$ cat config.mk
export PLATFORM = sky130hd
export DESIGN_NAME = chunk_dram_fetcher
export DESIGN_NICKNAME = d
export VERILOG_FILES = /design/src/rtl/chunk_dram_fetcher_pkg.sv /design/src/rtl/chunk_fetch_queue.sv /design/src/rtl/chunk_dram_fetcher.sv
export SDC_FILE = /design/constraint.sdc
export NUM_CORES = 1
export LEC_CHECK = 0
export CORE_AREA = 2 2 453 455
export CTS_CLUSTER_DIAMETER = 80
export DETAILED_ROUTE_END_ITERATION = 6
export DIE_AREA = 0 0 455 457
export PLACE_DENSITY = 0.37
export SLEW_MARGIN = 15
export SYNTH_ARGS = -nofsm -noshare
export SYNTH_HDL_FRONTEND = slang
export SYNTH_SLANG_ARGS = --single-unit
export TNS_END_PERCENT = 50
$ cat constraint.sdc
create_clock -name i_clk -period 4.34 [get_ports i_clk]
set_input_delay 0.868 -clock i_clk [delete_from_list [all_inputs] [get_ports i_clk]]
set_output_delay 0.868 -clock i_clk [all_outputs]
set_load 0.01 [all_outputs]
$ cat src/rtl/chunk_dram_fetcher_pkg.sv
// chunk_dram_fetcher_pkg: sizing constants and command types shared with the chunk address looper.
package chunk_dram_fetcher_pkg;
  localparam int GBW    = 32;
  localparam int VSIZE  = 32;
  localparam int DBW    = 16;
  localparam int CSIZE  = 1024;
  localparam int QDEPTH = 4;
  localparam int C_BW   = $clog2(CSIZE);
  localparam int LEN_BW = $clog2(VSIZE + 1);
  typedef enum logic [1:0] {CMD_FETCH = 2'd0, CMD_PAD = 2'd1, CMD_SKIP = 2'd2} cmd_type_e;
  // pop marks the entry that closes a fetched group and must consume its DRAM response
  typedef struct packed {
    logic [1:0]        ctype;
    logic [C_BW-1:0]   addrofs;
    logic [LEN_BW-1:0] len;
    logic              pop;
  } q_entry_t;
endpackage

$ cat src/rtl/chunk_fetch_queue.sv
// chunk_fetch_queue: small FIFO of accepted commands waiting for their DRAM data or retirement.
module chunk_fetch_queue #(
  parameter int W     = 8,
  parameter int DEPTH = 4
) (
  input  logic         clk_i,
  input  logic         rst_ni,
  input  logic         push_i,
  input  logic         pop_i,
  input  logic [W-1:0] din_i,
  output logic [W-1:0] dout_o,
  output logic         full_o,
  output logic         empty_o
);
  localparam int AW = $clog2(DEPTH);
  logic [W-1:0] mem_q [DEPTH];
  logic [AW:0]  wr_q, rd_q;
  assign empty_o = wr_q == rd_q;
  assign full_o  = wr_q[AW] != rd_q[AW] && wr_q[AW-1:0] == rd_q[AW-1:0];
  assign dout_o  = mem_q[rd_q[AW-1:0]];
  always_ff @(posedge clk_i or negedge rst_ni)
    if (!rst_ni) begin
      wr_q <= '0;
      rd_q <= '0;
    end else begin
      if (push_i && !full_o) wr_q <= wr_q + (AW+1)'(1);
      if (pop_i && !empty_o) rd_q <= rd_q + (AW+1)'(1);
    end
  always_ff @(posedge clk_i)
    if (push_i && !full_o) mem_q[wr_q[AW-1:0]] <= din_i;
endmodule

$ cat src/rtl/chunk_dram_fetcher.sv
// chunk_dram_fetcher: issues one DRAM read per command group and writes masked lines to the cache.
// Defining CHUNK_FETCH_PERF_EN adds saturating request/stall counters.
module chunk_dram_fetcher
  import chunk_dram_fetcher_pkg::*;
(
  input  logic                 i_clk,
  input  logic                 i_rst_n,
  input  logic                 cmd_rdy,
  output logic                 cmd_ack,
  input  logic [1:0]           i_cmd_type,
  input  logic                 i_cmd_islast,
  input  logic [GBW-1:0]       i_cmd_addr,
  input  logic [C_BW-1:0]      i_cmd_addrofs,
  input  logic [LEN_BW-1:0]    i_cmd_len,
  output logic                 dramra_rdy,
  input  logic                 dramra_ack,
  output logic [GBW-1:0]       o_dramra,
  input  logic                 dramrd_rdy,
  output logic                 dramrd_ack,
  input  logic [VSIZE*DBW-1:0] i_dramrd,
  output logic                 o_sram_we,
  output logic [C_BW-1:0]      o_sram_waddr,
  output logic [VSIZE-1:0]     o_sram_wmask,
`ifdef CHUNK_FETCH_PERF_EN
  output logic [31:0]          o_perf_nreq,
  output logic [31:0]          o_perf_stall,
`endif
  output logic [VSIZE*DBW-1:0] o_sram_wdata
);
  q_entry_t             push_ent, head;
  logic                 q_full, q_empty, need_req, needs_data, retire;
  logic                 grp_fetched_q, grp_fetched_d, ra_rdy_q, ra_rdy_d, we_q, we_d;
  logic [GBW-1:0]       ra_addr_q, ra_addr_d;
  logic [C_BW-1:0]      waddr_q, waddr_d;
  logic [VSIZE-1:0]     wmask_q, wmask_d;
  logic [VSIZE*DBW-1:0] wdata_q, wdata_d;

  chunk_fetch_queue #(.W($bits(q_entry_t)), .DEPTH(QDEPTH)) u_queue (
    .clk_i(i_clk), .rst_ni(i_rst_n), .push_i(cmd_ack), .pop_i(retire),
    .din_i(push_ent), .dout_o(head), .full_o(q_full), .empty_o(q_empty)
  );

  // a new request may load in the same cycle the pending one is acked
  always_comb begin
    need_req      = i_cmd_type == CMD_FETCH && !grp_fetched_q;
    cmd_ack       = i_rst_n && cmd_rdy && !q_full && !(need_req && ra_rdy_q && !dramra_ack);
    push_ent      = '{ctype: i_cmd_type, addrofs: i_cmd_addrofs, len: i_cmd_len,
                      pop: i_cmd_islast && (grp_fetched_q || i_cmd_type == CMD_FETCH)};
    grp_fetched_d = !cmd_ack ? grp_fetched_q : i_cmd_islast ? 1'b0 : grp_fetched_q || i_cmd_type == CMD_FETCH;
    ra_rdy_d      = cmd_ack && need_req ? 1'b1 : dramra_ack ? 1'b0 : ra_rdy_q;
    ra_addr_d     = cmd_ack && need_req ? i_cmd_addr : ra_addr_q;
    needs_data    = head.pop || head.ctype == CMD_FETCH;
    retire        = !q_empty && (!needs_data || dramrd_rdy);
    dramrd_ack    = retire && head.pop;
    we_d          = retire && (head.ctype == CMD_FETCH || head.ctype == CMD_PAD);
    waddr_d       = we_d ? head.addrofs : waddr_q;
    wdata_d       = !we_d ? wdata_q : head.ctype == CMD_FETCH ? i_dramrd : '0;
    wmask_d       = wmask_q;
    for (int i = 0; i < VSIZE; i++) if (we_d) wmask_d[i] = LEN_BW'(i) < head.len;
  end

  always_ff @(posedge i_clk or negedge i_rst_n)
    if (!i_rst_n) begin
      grp_fetched_q <= 1'b0;
      ra_rdy_q      <= 1'b0;
      ra_addr_q     <= '0;
      we_q          <= 1'b0;
      waddr_q       <= '0;
      wmask_q       <= '0;
      wdata_q       <= '0;
    end else begin
      grp_fetched_q <= grp_fetched_d;
      ra_rdy_q      <= ra_rdy_d;
      ra_addr_q     <= ra_addr_d;
      we_q          <= we_d;
      waddr_q       <= waddr_d;
      wmask_q       <= wmask_d;
      wdata_q       <= wdata_d;
    end

  assign dramra_rdy   = ra_rdy_q;
  assign o_dramra     = ra_addr_q;
  assign o_sram_we    = we_q;
  assign o_sram_waddr = waddr_q;
  assign o_sram_wmask = wmask_q;
  assign o_sram_wdata = wdata_q;

`ifdef CHUNK_FETCH_PERF_EN
  logic [31:0] nreq_q, stall_q;
  always_ff @(posedge i_clk or negedge i_rst_n)
    if (!i_rst_n) begin
      nreq_q  <= '0;
      stall_q <= '0;
    end else begin
      if (ra_rdy_q && dramra_ack && !(&nreq_q)) nreq_q <= nreq_q + 32'd1;
      if (cmd_rdy && !cmd_ack && !(&stall_q)) stall_q <= stall_q + 32'd1;
    end
  assign o_perf_nreq  = nreq_q;
  assign o_perf_stall = stall_q;
`endif
endmodule
==> results.sh <==
export IMPL_status="completed"
export IMPL_drtAntennaViolNets=0
export IMPL_core_area_sq_um=203300
export IMPL_crit_arrival_ns=2.77
export IMPL_std_cell_rows=166
export IMPL_synth_warnings=0
export IMPL_synth_cells=1511
export IMPL_antenna_found_initial=67
export IMPL_cts_tree="done"
export IMPL_min_period_ns=3.636
export IMPL_syn_area_per_cell_sq_um=16.00
export IMPL_dp_hpwl_mm=116.0
export IMPL_ctsRootBufferMaster="clkbuf_16"
export IMPL_finClkSkew_ns=0.02917
export IMPL_min_path_type="in2async"
export IMPL_h_tree_depth=3
export IMPL_ys_ff_latch=671
export IMPL_cts_setup_buffers=0
export IMPL_nets=3250
export IMPL_globalplace_congestion=0.8164
export IMPL_fillers=21864
export IMPL_synth_nets=2084
export IMPL_drt_pass1_iterations=5
export IMPL_die_w_um=455
export IMPL_place_area_sq_um=39020
export IMPL_first_global_vias=19789
export IMPL_insertion_delay_ns=0.72
export IMPL_fin_ws_ns=0.7037
export IMPL_port_buffers=1157
export IMPL_tightest_slew_ns=0.9056
export IMPL_critPathCaptureType="output pin"
export IMPL_fin_setup_tns_ns=0
export IMPL_cts_max_path_buffers=3
export IMPL_via_per_inst=3.513
export IMPL_track_usage=0.1356
export IMPL_layout_common_cells="1,156 x clkdlybuf4s50_1, 595 x dfrtp_1, 512 x a22o_1"
export IMPL_grt_ovfl_total=0
export IMPL_netlist_area_sq_um=24180
export IMPL_drive_above_1_share=0.09335
export IMPL_drt_initial_drc_count=1178
export IMPL_die_h_um=457
export IMPL_hold_viol=0
export IMPL_cap_violations=0
export IMPL_setup_viol=0
export IMPL_wl_per_cell_um=27.01
export IMPL_path_clk_slew_ns=0.06
export IMPL_crit_type="reg2out"
export IMPL_cts_repair_resized=0
export IMPL_finalCritPeriodShare=0.8378
export IMPL_pre_cts_slack_ns=0.7745
export IMPL_leakage_nw=17.18
export IMPL_timing_fmax_ghz=0.2750
export IMPL_wl_mm=147.4
export IMPL_design_area_sq_um=42150
export IMPL_slew_viol_final=0
export IMPL_crit_fanout=14
export IMPL_numCtsBuffers=92
export IMPL_cts_sinks=671
export IMPL_synth_cell_types=41
export IMPL_ir_worst_vdd_uv=369.1
export IMPL_fin_hold_ws_ns=0.2801
export IMPL_start_kind="flop"
export IMPL_synth_sequential_area_ratio=0.7102
export IMPL_start_util=0.1189
export IMPL_layout_commonest_cell="clkdlybuf4s50_1"
export IMPL_grt_first_pass_wirelength_mm=190.9
export IMPL_boundaryPins=1158
export IMPL_grt_setup_unrepaired="false"
export IMPL_ctsHoldBuffers=0
export IMPL_dieArea_sq_um=207900
export IMPL_crit_required_ns=3.47
export IMPL_grt_max_degree=128
export IMPL_area_delta_synth_final_pct=74.34
export IMPL_max_slew_margin_rel=0.3963
export IMPL_drc=0
export IMPL_vias=19172
export IMPL_p_per_area_nw_per_um2=829.5
path summary, 6_finish.rpt:
path | from | to | slack (ns) | cells past startpoint
max | u_queue.rd_q[0] | cmd_ack | 0.70 | 6
min | i_rst_n | o_sram_wdata[279] | 0.28 | 2
max reg2reg | u_queue.rd_q[0] | o_sram_wdata[45] | 1.35 | 7
min reg2reg | o_sram_waddr[0] | o_sram_waddr[0] | 0.49 | 1
max in group asynchronous | i_rst_n | o_sram_wdata[414] | 2.67 | 3
min in group i_clk | o_sram_waddr[0] | o_sram_waddr[0] | 0.49 | 1
final cells by class:
class / instances / area [sq um] / share of cell area
flip-flops and latches: 671 / 17170 / 0.4074
multi-input cells: 693 / 6300 / 0.1495
diodes: 17 / 42.54 / 0.001009
clock inverters: 40 / 439.2 / 0.01042
well taps: 2688 / 3363 / 0.07979
repair buffers: 1202 / 12120 / 0.2876
clock buffers: 130 / 2646 / 0.06278
inverters: 17 / 63.81 / 0.001514
worst max-delay path: stages, from the launching register on:
cell and delay [ns]:
dfrtp_1 0.34, buf_4 0.31, xnor2_1 0.17, a31oi_1 0.21, buf_4 0.17, and2_0 0.24
clkdlybuf4s50_1 0.60
layer usage:
metal / share of wire / track usage / wire length, um
met1: 0.36 / 0.1402 / 52620
met2: 0.48 / 0.2289 / 71300
met3: 0.12 / 0.07338 / 18150
met4: 0.035 / 0.05145 / 5188
met5: 0.00093 / 0 / 137
report_power, final:
| group | switching, W | total, W | internal [W] |
|---|---|---|---|
| Combinational | 0.00818 | 0.0162 | 0.00798 |
| Clock | 0.00325 | 0.00782 | 0.00457 |
| Sequential | 0.00177 | 0.0110 | 0.00921 |
| Total | 0.0132 | 0.0350 | 0.0218 |
cell families after synthesis:
family	share of synthesized area
buf+inv	0.02971
fa+ha+maj	0.002588
simple gates	0.009419
compound gates	0.1931
flops	0.7102
mux	0.05206
xor+xnor	0.002898
cell usage after synthesis, drive strengths merged:
| master | n | area share |
|---|---|---|
| dfrtp | 595 | 0.62 |
| a22o | 512 | 0.19 |
| buf | 118 | 0.025 |
| edfxtp | 76 | 0.094 |
| mux2 | 61 | 0.028 |
| mux4 | 19 | 0.018 |
| inv | 17 | 0.0026 |
| mux2i | 14 | 0.0058 |
| clkbuf | 12 | 0.0019 |
| a21oi | 10 | 0.0021 |
| nor2 | 9 | 0.0014 |
| o21ai | 9 | 0.0020 |
| nand2 | 8 | 0.0012 |
| a31oi | 6 | 0.0016 |
| and3 | 6 | 0.0016 |
| xnor2 | 6 | 0.0022 |
| ha | 5 | 0.0026 |
| nand3 | 5 | 0.0012 |
| and2 | 3 | 0.00078 |
| nand2b | 3 | 0.00078 |
| nor3 | 3 | 0.00062 |
| nor2b | 2 | 0.00052 |
| or4 | 2 | 0.00078 |
| xor2 | 2 | 0.00072 |
| a211o | 1 | 0.00036 |
| a21o | 1 | 0.00031 |
| o211ai | 1 | 0.00031 |
| o21a | 1 | 0.00031 |
| o21ba | 1 | 0.00041 |
| o22ai | 1 | 0.00026 |
| or2 | 1 | 0.00026 |
| or3 | 1 | 0.00026 |
flip-flops by register name (all words and copies together), names as in the netlist:
name           flops
dramra_rdy         1
grp_fetched_q      1
o_dramra          32
o_sram_waddr      10
o_sram_wdata     512
o_sram_we          1
o_sram_wmask      32
u_queue.mem_q     76
u_queue.rd_q       3
u_queue.wr_q       3
through the flow:
stage          power (W)  instances  utilization
6_report         0.03496       5458       0.2073
5_1_grt          0.03696       5447       0.2072
4_1_cts          0.03577       5441       0.2071
3_5_place_dp     0.02755       5271       0.1919
3_3_place_gp     0.02758       5271       0.1919
2_1_floorplan    0.01726       1511            -
No activity file was read; power rests on OpenSTA's default activity.
